`src/rtl/ext_code_loader_8p.sv`:
```
// ext_code_loader_8p: writer side of the 8-slot x 32-bit external code store.
// Accepts a burst of 1..8 host codes and programs them into store slots
// count-1 down to 0, then arms the playback index at count-1. Playback
// order therefore matches host order.
// Ports:
//   iClk, iRst          clock, synchronous active-high reset
//   iStart, iCount      burst start request and code count (1..8)
//   iCode_valid, iCode  host code stream; oCode_ready accept strobe
//   oSET_INDEX_FLAG/oSET_INDEX, oSET_CODE_FLAG/oSET_CODE  store write strobes
//   iDEBUG_STORGE       store readback of the current slot
//   oBusy, oDone, oErr  status
// Option: define EXT_CODE_LOADER_READBACK_EN to verify every slot write
// against iDEBUG_STORGE and abort on a mismatch.
module ext_code_loader_8p #(
    parameter int PULSE_W = 2,
    parameter int GAP_W   = 2,
    parameter int TIMEOUT = 1024
) (
    input  logic        iClk,
    input  logic        iRst,
    input  logic        iStart,
    input  logic [3:0]  iCount,
    input  logic        iCode_valid,
    input  logic [31:0] iCode,
    output logic        oCode_ready,
    output logic        oSET_INDEX_FLAG,
    output logic [7:0]  oSET_INDEX,
    output logic        oSET_CODE_FLAG,
    output logic [31:0] oSET_CODE,
    input  logic [31:0] iDEBUG_STORGE,
    output logic        oBusy,
    output logic        oDone,
    output logic        oErr
);

    localparam int M1   = (PULSE_W > GAP_W) ? PULSE_W : GAP_W;
    localparam int M2   = (M1 > TIMEOUT) ? M1 : TIMEOUT;
    localparam int MAXC = (M2 > 3) ? M2 : 3;
    localparam int CW   = $clog2(MAXC + 1);

    localparam logic [CW-1:0] PW_END = CW'(PULSE_W - 1);
    localparam logic [CW-1:0] GW_END = CW'(GAP_W - 1);
    localparam logic [CW-1:0] TO_END = CW'(TIMEOUT - 1);
`ifdef EXT_CODE_LOADER_READBACK_EN
    // Two settle cycles so the store's readback reflects the new write.
    localparam logic [CW-1:0] CK_END = CW'(2);
`else
    localparam logic [CW-1:0] CK_END = CW'(0);
`endif

    typedef enum logic [3:0] {
        S_IDLE,
        S_WAIT,
        S_IDX_SU,
        S_IDX_HI,
        S_IDX_LO,
        S_CODE_HI,
        S_CODE_LO,
        S_CHECK,
        S_ARM_SU,
        S_ARM_HI,
        S_ARM_LO,
        S_DONE,
        S_ABORT
    } state_e;

    state_e        state_q, state_d;
    logic [CW-1:0] cnt_q, cnt_d;
    logic [2:0]    slot_q, slot_d;
    logic [3:0]    count_q, count_d;
    logic [7:0]    idx_q, idx_d;
    logic [31:0]   code_q, code_d;
    logic          err_q, err_d;

    logic count_ok;
    logic rb_bad;

    assign count_ok = (iCount != 4'd0) && (iCount <= 4'd8);

`ifdef EXT_CODE_LOADER_READBACK_EN
    assign rb_bad = (iDEBUG_STORGE != code_q);
`else
    logic unused_dbg;
    assign unused_dbg = ^iDEBUG_STORGE;
    assign rb_bad     = 1'b0;
`endif

    // State and datapath registers
    always_ff @(posedge iClk) begin
        if (iRst) begin
            state_q <= S_IDLE;
            cnt_q   <= '0;
            slot_q  <= '0;
            count_q <= '0;
            idx_q   <= '0;
            code_q  <= '0;
            err_q   <= 1'b0;
        end else begin
            state_q <= state_d;
            cnt_q   <= cnt_d;
            slot_q  <= slot_d;
            count_q <= count_d;
            idx_q   <= idx_d;
            code_q  <= code_d;
            err_q   <= err_d;
        end
    end

    // Next-state logic
    always_comb begin
        state_d = state_q;
        unique case (state_q)
            S_IDLE: begin
                if (iStart && count_ok) state_d = S_WAIT;
            end
            S_WAIT: begin
                if (iCode_valid)          state_d = S_IDX_SU;
                else if (cnt_q == TO_END) state_d = S_ABORT;
            end
            S_IDX_SU: state_d = S_IDX_HI;
            S_IDX_HI: begin
                if (cnt_q == PW_END) state_d = S_IDX_LO;
            end
            S_IDX_LO: begin
                if (cnt_q == GW_END) state_d = S_CODE_HI;
            end
            S_CODE_HI: begin
                if (cnt_q == PW_END) state_d = S_CODE_LO;
            end
            S_CODE_LO: begin
                if (cnt_q == GW_END) state_d = S_CHECK;
            end
            S_CHECK: begin
                if (cnt_q == CK_END) begin
                    if (rb_bad)              state_d = S_ABORT;
                    else if (slot_q == 3'd0) state_d = S_ARM_SU;
                    else                     state_d = S_WAIT;
                end
            end
            S_ARM_SU: state_d = S_ARM_HI;
            S_ARM_HI: begin
                if (cnt_q == PW_END) state_d = S_ARM_LO;
            end
            S_ARM_LO: begin
                if (cnt_q == GW_END) state_d = S_DONE;
            end
            S_DONE:  state_d = S_IDLE;
            S_ABORT: state_d = S_IDLE;
            default: state_d = S_IDLE;
        endcase
    end

    // Datapath next-state
    always_comb begin
        slot_d  = slot_q;
        count_d = count_q;
        idx_d   = idx_q;
        code_d  = code_q;
        err_d   = err_q;
        // Phase counter restarts on every state change, so in WAIT it
        // counts consecutive cycles without host valid.
        if (state_d != state_q || state_q == S_IDLE) cnt_d = '0;
        else                                          cnt_d = cnt_q + 1'b1;

        if (state_q == S_IDLE && iStart) begin
            err_d = !count_ok;
            if (count_ok) begin
                count_d = iCount;
                slot_d  = 3'(iCount - 4'd1);
            end
        end
        if (state_q == S_WAIT && iCode_valid) begin
            code_d = iCode;
            idx_d  = {5'd0, slot_q};
        end
        if (state_q == S_CHECK && state_d == S_WAIT) begin
            slot_d = slot_q - 3'd1;
        end
        if (state_q == S_CHECK && state_d == S_ARM_SU) begin
            idx_d = {4'd0, count_q - 4'd1};
        end
        if (state_d == S_ABORT) err_d = 1'b1;
    end

    // Outputs
    always_comb begin
        oCode_ready     = (state_q == S_WAIT) && iCode_valid;
        oSET_INDEX_FLAG = (state_q == S_IDX_HI) || (state_q == S_ARM_HI);
        oSET_CODE_FLAG  = (state_q == S_CODE_HI);
        oBusy           = (state_q != S_IDLE) && (state_q != S_DONE)
                       && (state_q != S_ABORT);
        oDone           = (state_q == S_DONE);
        oSET_INDEX      = idx_q;
        oSET_CODE       = code_q;
        oErr            = err_q;
    end

endmodule

```
`config.mk`:
```
export PLATFORM = sky130hd
export DESIGN_NAME = ext_code_loader_8p
export DESIGN_NICKNAME = d
export VERILOG_FILES = /design/src/rtl/ext_code_loader_8p.sv
export SDC_FILE = /design/constraint.sdc
export NUM_CORES = 1
export LEC_CHECK = 0
export ABC_CLOCK_PERIOD_IN_PS = 2000
export BUFFER_PORTS_ARGS = -buffer_cell sky130_fd_sc_hd__buf_2
export CAP_MARGIN = 20
export CORE_MARGIN = 2
export CORE_UTILIZATION = 43
export CTS_CLUSTER_DIAMETER = 100
export CTS_CLUSTER_SIZE = 28
export DETAILED_ROUTE_END_ITERATION = 12
export PLACE_DENSITY = 0.75
export SLEW_MARGIN = 20
export SYNTH_ARGS = -nofsm -noshare
export SYNTH_HDL_FRONTEND = slang
export SYNTH_SLANG_ARGS = --single-unit
```
`constraint.sdc`:
```
create_clock -name iClk -period 2 [get_ports iClk]
set_input_delay 0.3 -clock iClk [delete_from_list [all_inputs] [get_ports iClk]]
set_output_delay 0.3 -clock iClk [all_outputs]
set_load 0.02 [all_outputs]
```
**Yosys cells after proc, flatten, opt, wreduce, memory -nomap -nowiden**

Index checks and enable logic that the tools add are counted.

- Register bits after elaboration: 59
- Input bits: 72
- Output and inout port bits: 46
- Logic and storage cells: 73

- Add/sub/neg operators: 4
- Order comparisons: 1
- Equality and inequality tests: 19
- Multiplexer cells: 19
- Reductions and logical operators: 23

Operator list:

| kind | number |
|---|---|
| 4-bit two-way mux | 13 |
| 4-bit case mux with 11 select lines | 1 |
| 4-bit == test (second input constant) | 6 |
| 4-bit by 3-bit == test with 1-bit output (second input constant) | 4 |
| 11-bit by 1-bit adder with 11-bit output (second input constant) | 1 |
| 11-bit by 1-bit == test with 1-bit output (second input constant) | 1 |
| 11-bit by 10-bit == test with 1-bit output (second input constant) | 1 |
| 11-bit zero test | 1 |
| 3-bit two-way mux | 3 |
| 4-bit by 1-bit == test with 1-bit output (second input constant) | 2 |
| 4-bit by 2-bit == test with 1-bit output (second input constant) | 2 |
| 1-bit logical AND | 8 |
| 4-bit != test (second input constant) | 2 |
| 2-bit nonzero test | 4 |
| 4-bit nonzero test | 2 |
| 3-bit by 1-bit subtractor with 3-bit output (second input constant) | 2 |
| 4-bit less-or-equal comparator (second input constant) | 1 |
| 4-bit zero test | 1 |
| 4-bit != test | 1 |
| 2-bit AND reduction | 2 |
| 4-bit by 1-bit subtractor with 4-bit output (second input constant) | 1 |
| 3-bit zero test | 1 |
| 1-bit logical OR | 2 |
| 1-bit two-way mux | 2 |
| other kinds (2) | 2 |

**Depth between registers and ports, before layout**

- Word-level depth: 9
- Depth in mapped cells: 10
- Mapped depth without buffers: 10

**Worst setup path after synthesis**

No wires, ideal clock.

- Kind: flip-flop to flip-flop
- From: register cnt_q[0]
- To: register slot_q[1]
- Setup time: 0.070 ns
- Arrival: 1.997 ns
- Slack: -0.067 ns
- Stages on the path, launching flop included: 10
- Path buffers: 0
- Path through: dfxtp_1 -> inv_1 -> ha_1 -> and3_1 -> and4_1 -> nand2_1 -> mux2i_1 -> ha_1 -> or2_2 -> a21oi_1

- Word-level cells in the longest chain between the ends: 8

Ends and longest elaborated chain:

| element | RTL line | RTL |
|---|---|---|
| from (decl) | 68 | `logic [CW-1:0] cnt_q, cnt_d;` |
| from (signal assigned) | 100 | `cnt_q <= cnt_d;` |
| 11-bit by 10-bit == test with 1-bit output | 118 | `else if (cnt_q == TO_END) state_d = S_ABORT;` |
| 4-bit two-way mux | 118 |  |
| 4-bit two-way mux | 117 | `if (iCode_valid) state_d = S_IDX_SU;` |
| 4-bit case mux with 11 select lines * | 112 | `unique case (state_q)` |
| 4-bit by 1-bit == test with 1-bit output * | 176 | `if (state_q == S_CHECK && state_d == S_WAIT) begin` |
| 1-bit logical AND * | 176 |  |
| 2-bit nonzero test (no line) | -- |  |
| 2-bit AND reduction (no line) | -- |  |
| to (signal assigned) | 101 | `slot_q <= slot_d;` |
| to (decl) | 69 | `logic [2:0] slot_q, slot_d;` |

Every way passes the cells marked *; elsewhere a longest branch is shown, timed or not.
A chain may end at the register's enable or synchronous reset.

**Worst setup path after layout**

- From: register cnt_q[9]
- To: register slot_q[1]

Same word-level chain as after synthesis.

==> summary.txt <==
Hold buffers post-CTS: 0
Worst Hold Path Cells: 3
Vias per cell: 5.33
# placed instances: 535
Final Non-Filler Cells: 552
Syn Area/Cell: 7.92 um2
Clock skew: 6.70 ps
Hold/Removal Path Class: input port to flop
Most frequent cells in the layout: 81 x buf_2, 77 x nand2_1, 55 x dfxtp_1, 44 x a21oi_1, 36 x buf_4
Post-route ant nets: 0
Worst-margin pin slew: 525 ps
Synth Area in Simple Gates: 28.5%
Top delay family on crit path: simple AND/OR/NAND/NOR gates
Violated checks: design-rule violations, negative setup slack
First-pass GRT wire length: 12300 um
XOR/XNOR Fraction of Synth Area: 3.65%
R2R setup slack: -30 ps
FFs w/ async S/R, synth: 0%
RR Endpoint: slot_q[1]
Buf/Inv on CP: 0
Register area share after synthesis: 41.0%
Num CTS Buffers: 9
MaxCap Viol Count: 0
Post-route setup slack: -28.2 ps
Mux contribution to synthesized area: 2.08%
Multi-input logic area: 1610 um2
DIE AREA: 7380 um2
Initial Util: 44.9%
Main combinational cell family by area after synthesis: simple AND/OR/NAND/NOR gates
Fin nets: 547
Synthesis-stage register bit count: 59
Setup violators final: 13
Worst path arrival time: 2290 ps
Crit path largest cell delay: 380 ps
Number of synthesized flops with an enable pin: 0
Clock Latency Late Sink: 340 ps
Port Buffer Count: 81
Setup crit start kind: flop
# fillers: 580
Post-synthesis compound-gate area fraction: 16.2%
Period Utilization, post-route: 101%
Die Y: 85.9 um
Core area: 6420 um2
Dpl hpwl: 5420 um
Share of cells above drive strength 1: 34.1%
RSZ-0062 raised after global routing: yes
Hold Vio Cnt, Final: 0
Post-synthesis cell count: 364
FMAX: 0.493 GHz
Post-synthesis cell area: 2880 um2
Max IR drop VDD: 0.457 mV
Relative slew slack: 65.0%
Pwr dens: 714 nW/um2
Vias in the first global route: 2732
Top FF cell, synth: dfxtp_1
H-tree depth: 3
Routed wire per std cell: 14.1 um
DRC Markers: 10
Total Wirelength: 7810 um
Worst Hold Path EP: oSET_CODE[4]
TritonCTS clock tree: done
Worst r2r path cells: 7
Yosys cell types: 46
Register Area: 1190 um2
Min Tclk post-route: 2030 ps
Initial drt markers: 145
Area Growth Syn to Fin: 34.9%
Pin count of the biggest net entering global routing: 49
CTS Buffer Depth: 2
DRT Pass-1 Iters: 9
Initial antenna violation count: 0
# rows: 29
P_leak: 1.66 nW
Reg-to-Reg Start: cnt_q[9]
CP Cell Sequence: nor4_2 -> and4_4 -> nand2_2 -> mux2i_1 -> ha_1 -> or2_2 -> a21oi_1
Diode count: 0
Routability cong.: 0.888
Overall Power: 2.77 mW
Clock sink total: 59
GRT Total Usage: 21.2%
Routed vias: 2942
Critical path class: flop to flop
Horiz. Die Dim: 85.9 um
Hold Startpoint: iCode[4]
Synth Warn #: 0
Total gr overflow: 0
Leading cell type in the layout, fill and taps excluded: buf_2
Post-synthesis adder-cell area fraction: 2.17%
Fin. max-slew vios: 0
Worst path required time: 2270 ps
Status: finished with violations
CTS Root Cell: clkbuf_8
Worst Setup End Kind: flop
Slowest CP cell: nor4_2
Reg clk slew, reported paths: 70 ps
Critical Path Fanout Max: 4
Ports: 118
power breakdown:
part	total (mW)	internal (mW)	switching (mW)	leakage (nW)
clock	1.09	0.608	0.480	0.102
sequential	1.25	1.22	0.0290	0.480
combinational	0.439	0.181	0.258	1.08
tightest hold or removal path, delay by kind of cell:
kind	cells	cell delay, ps
AOI/OAI and AO/OA	1	50
buffers and inverters	1	90
and+or+nand+nor	1	40
layout make-up:
| cell class | count | share of cell area (%) |
|---|---|---|
| Clock buffer | 10 | 3.54 |
| Inverter | 10 | 1.03 |
| Tap cell | 77 | 2.48 |
| Sequential cell | 59 | 30.5 |
| Timing Repair Buffer | 121 | 19.3 |
| Clock inverter | 6 | 1.67 |
| Multi-Input combinational cell | 269 | 41.4 |
state kept, by name, summed over array words and instances (netlist names):
signal and flops:
state_q 4, oErr 1, cnt_q 11, count_q 4, oSET_CODE 32, oSET_INDEX 4
slot_q 3
cell usage after synthesis, drive strengths merged (2+ instances only):
library cell  count  area (um2)
a211oi            4        30.0
a21o              2        15.0
a21oi            44         220
a2bb2oi           2        17.5
a31oi             7        43.8
and3              3        18.8
and4              2        17.5
buf              14        86.3
clkbuf           15        56.3
dfxtp            59        1180
ha                5        62.6
inv              10        37.5
mux2i             6        60.1
nand2            78         293
nand2b            8        50.1
nand3            12        60.1
nand3b            2        15.0
nand4             6        37.5
nand4b            2        17.5
nor2             13        48.8
nor2b             2        12.5
nor3             11        55.1
nor3b             2        15.0
nor4             15         106
nor4b             2        17.5
o21a              2        15.0
o21ai             5        25.0
o31ai             2        15.0
o32ai             3        26.3
or2               3        18.8
or3               2        12.5
or4               3        26.3
xnor2             6        52.6
xor2              6        52.6
timing repair:
item	in CTS	in global routing
gates resized for setup	14	6
setup endpoints to repair	14	15
cloned	0	1
hold endpoints to repair	0	0
setup buffers	0	0
layer usage:
metal / share of wire [%] / GRT usage [%] / vias up
met2: 47 / 34.8 / 106
met1: 45 / 26.2 / 1345
met4: 1.5 / 9.67 / 0
met3: 6.2 / 5.29 / 8
li1: - / - / 1483
met5: 0 / 0 / -
per-stage QoR:
| stage | hold WS [ps] | util [%] | setup TNS, ps | instance area (um2) | setup slack [ps] |
|---|---|---|---|---|---|
| 6_report | 192 | 60.5 | -235 | 3890 | -28.2 |
| 5_1_grt | 183 | 60.5 | -1360 | 3890 | -107 |
| 4_1_cts | 172 | 59.8 | -139 | 3840 | -18.4 |
| 3_5_place_dp | 444 | 55.7 | -944 | 3580 | -86.6 |
| 3_3_place_gp | 439 | 55.7 | -466 | 3580 | -43.0 |
| 2_1_floorplan | 436 | - | -5.61 | 2910 | -5.61 |
kinds of logic after synthesis:
kind of cell,after synthesis
other,1
adders and majority gates,5
and+or+nand+nor,166
xor gates and xnor gates,12
muxes,6
DFF,59
AOI/OAI and AO/OA,76
buffers and inverters,39
worst max-delay path by stage:
stage / cells after the start / startpoint / endpoint
2_1_floorplan: 9 / cnt_q[0] / slot_q[1]
3_3_place_gp: 6 / cnt_q[9] / cnt_q[8]
3_5_place_dp: 6 / cnt_q[9] / cnt_q[2]
4_1_cts: 6 / cnt_q[9] / cnt_q[1]
5_1_grt: 6 / cnt_q[9] / cnt_q[1]
6_report: 7 / cnt_q[9] / slot_q[1]
Power figures use the tool's default switching activity.
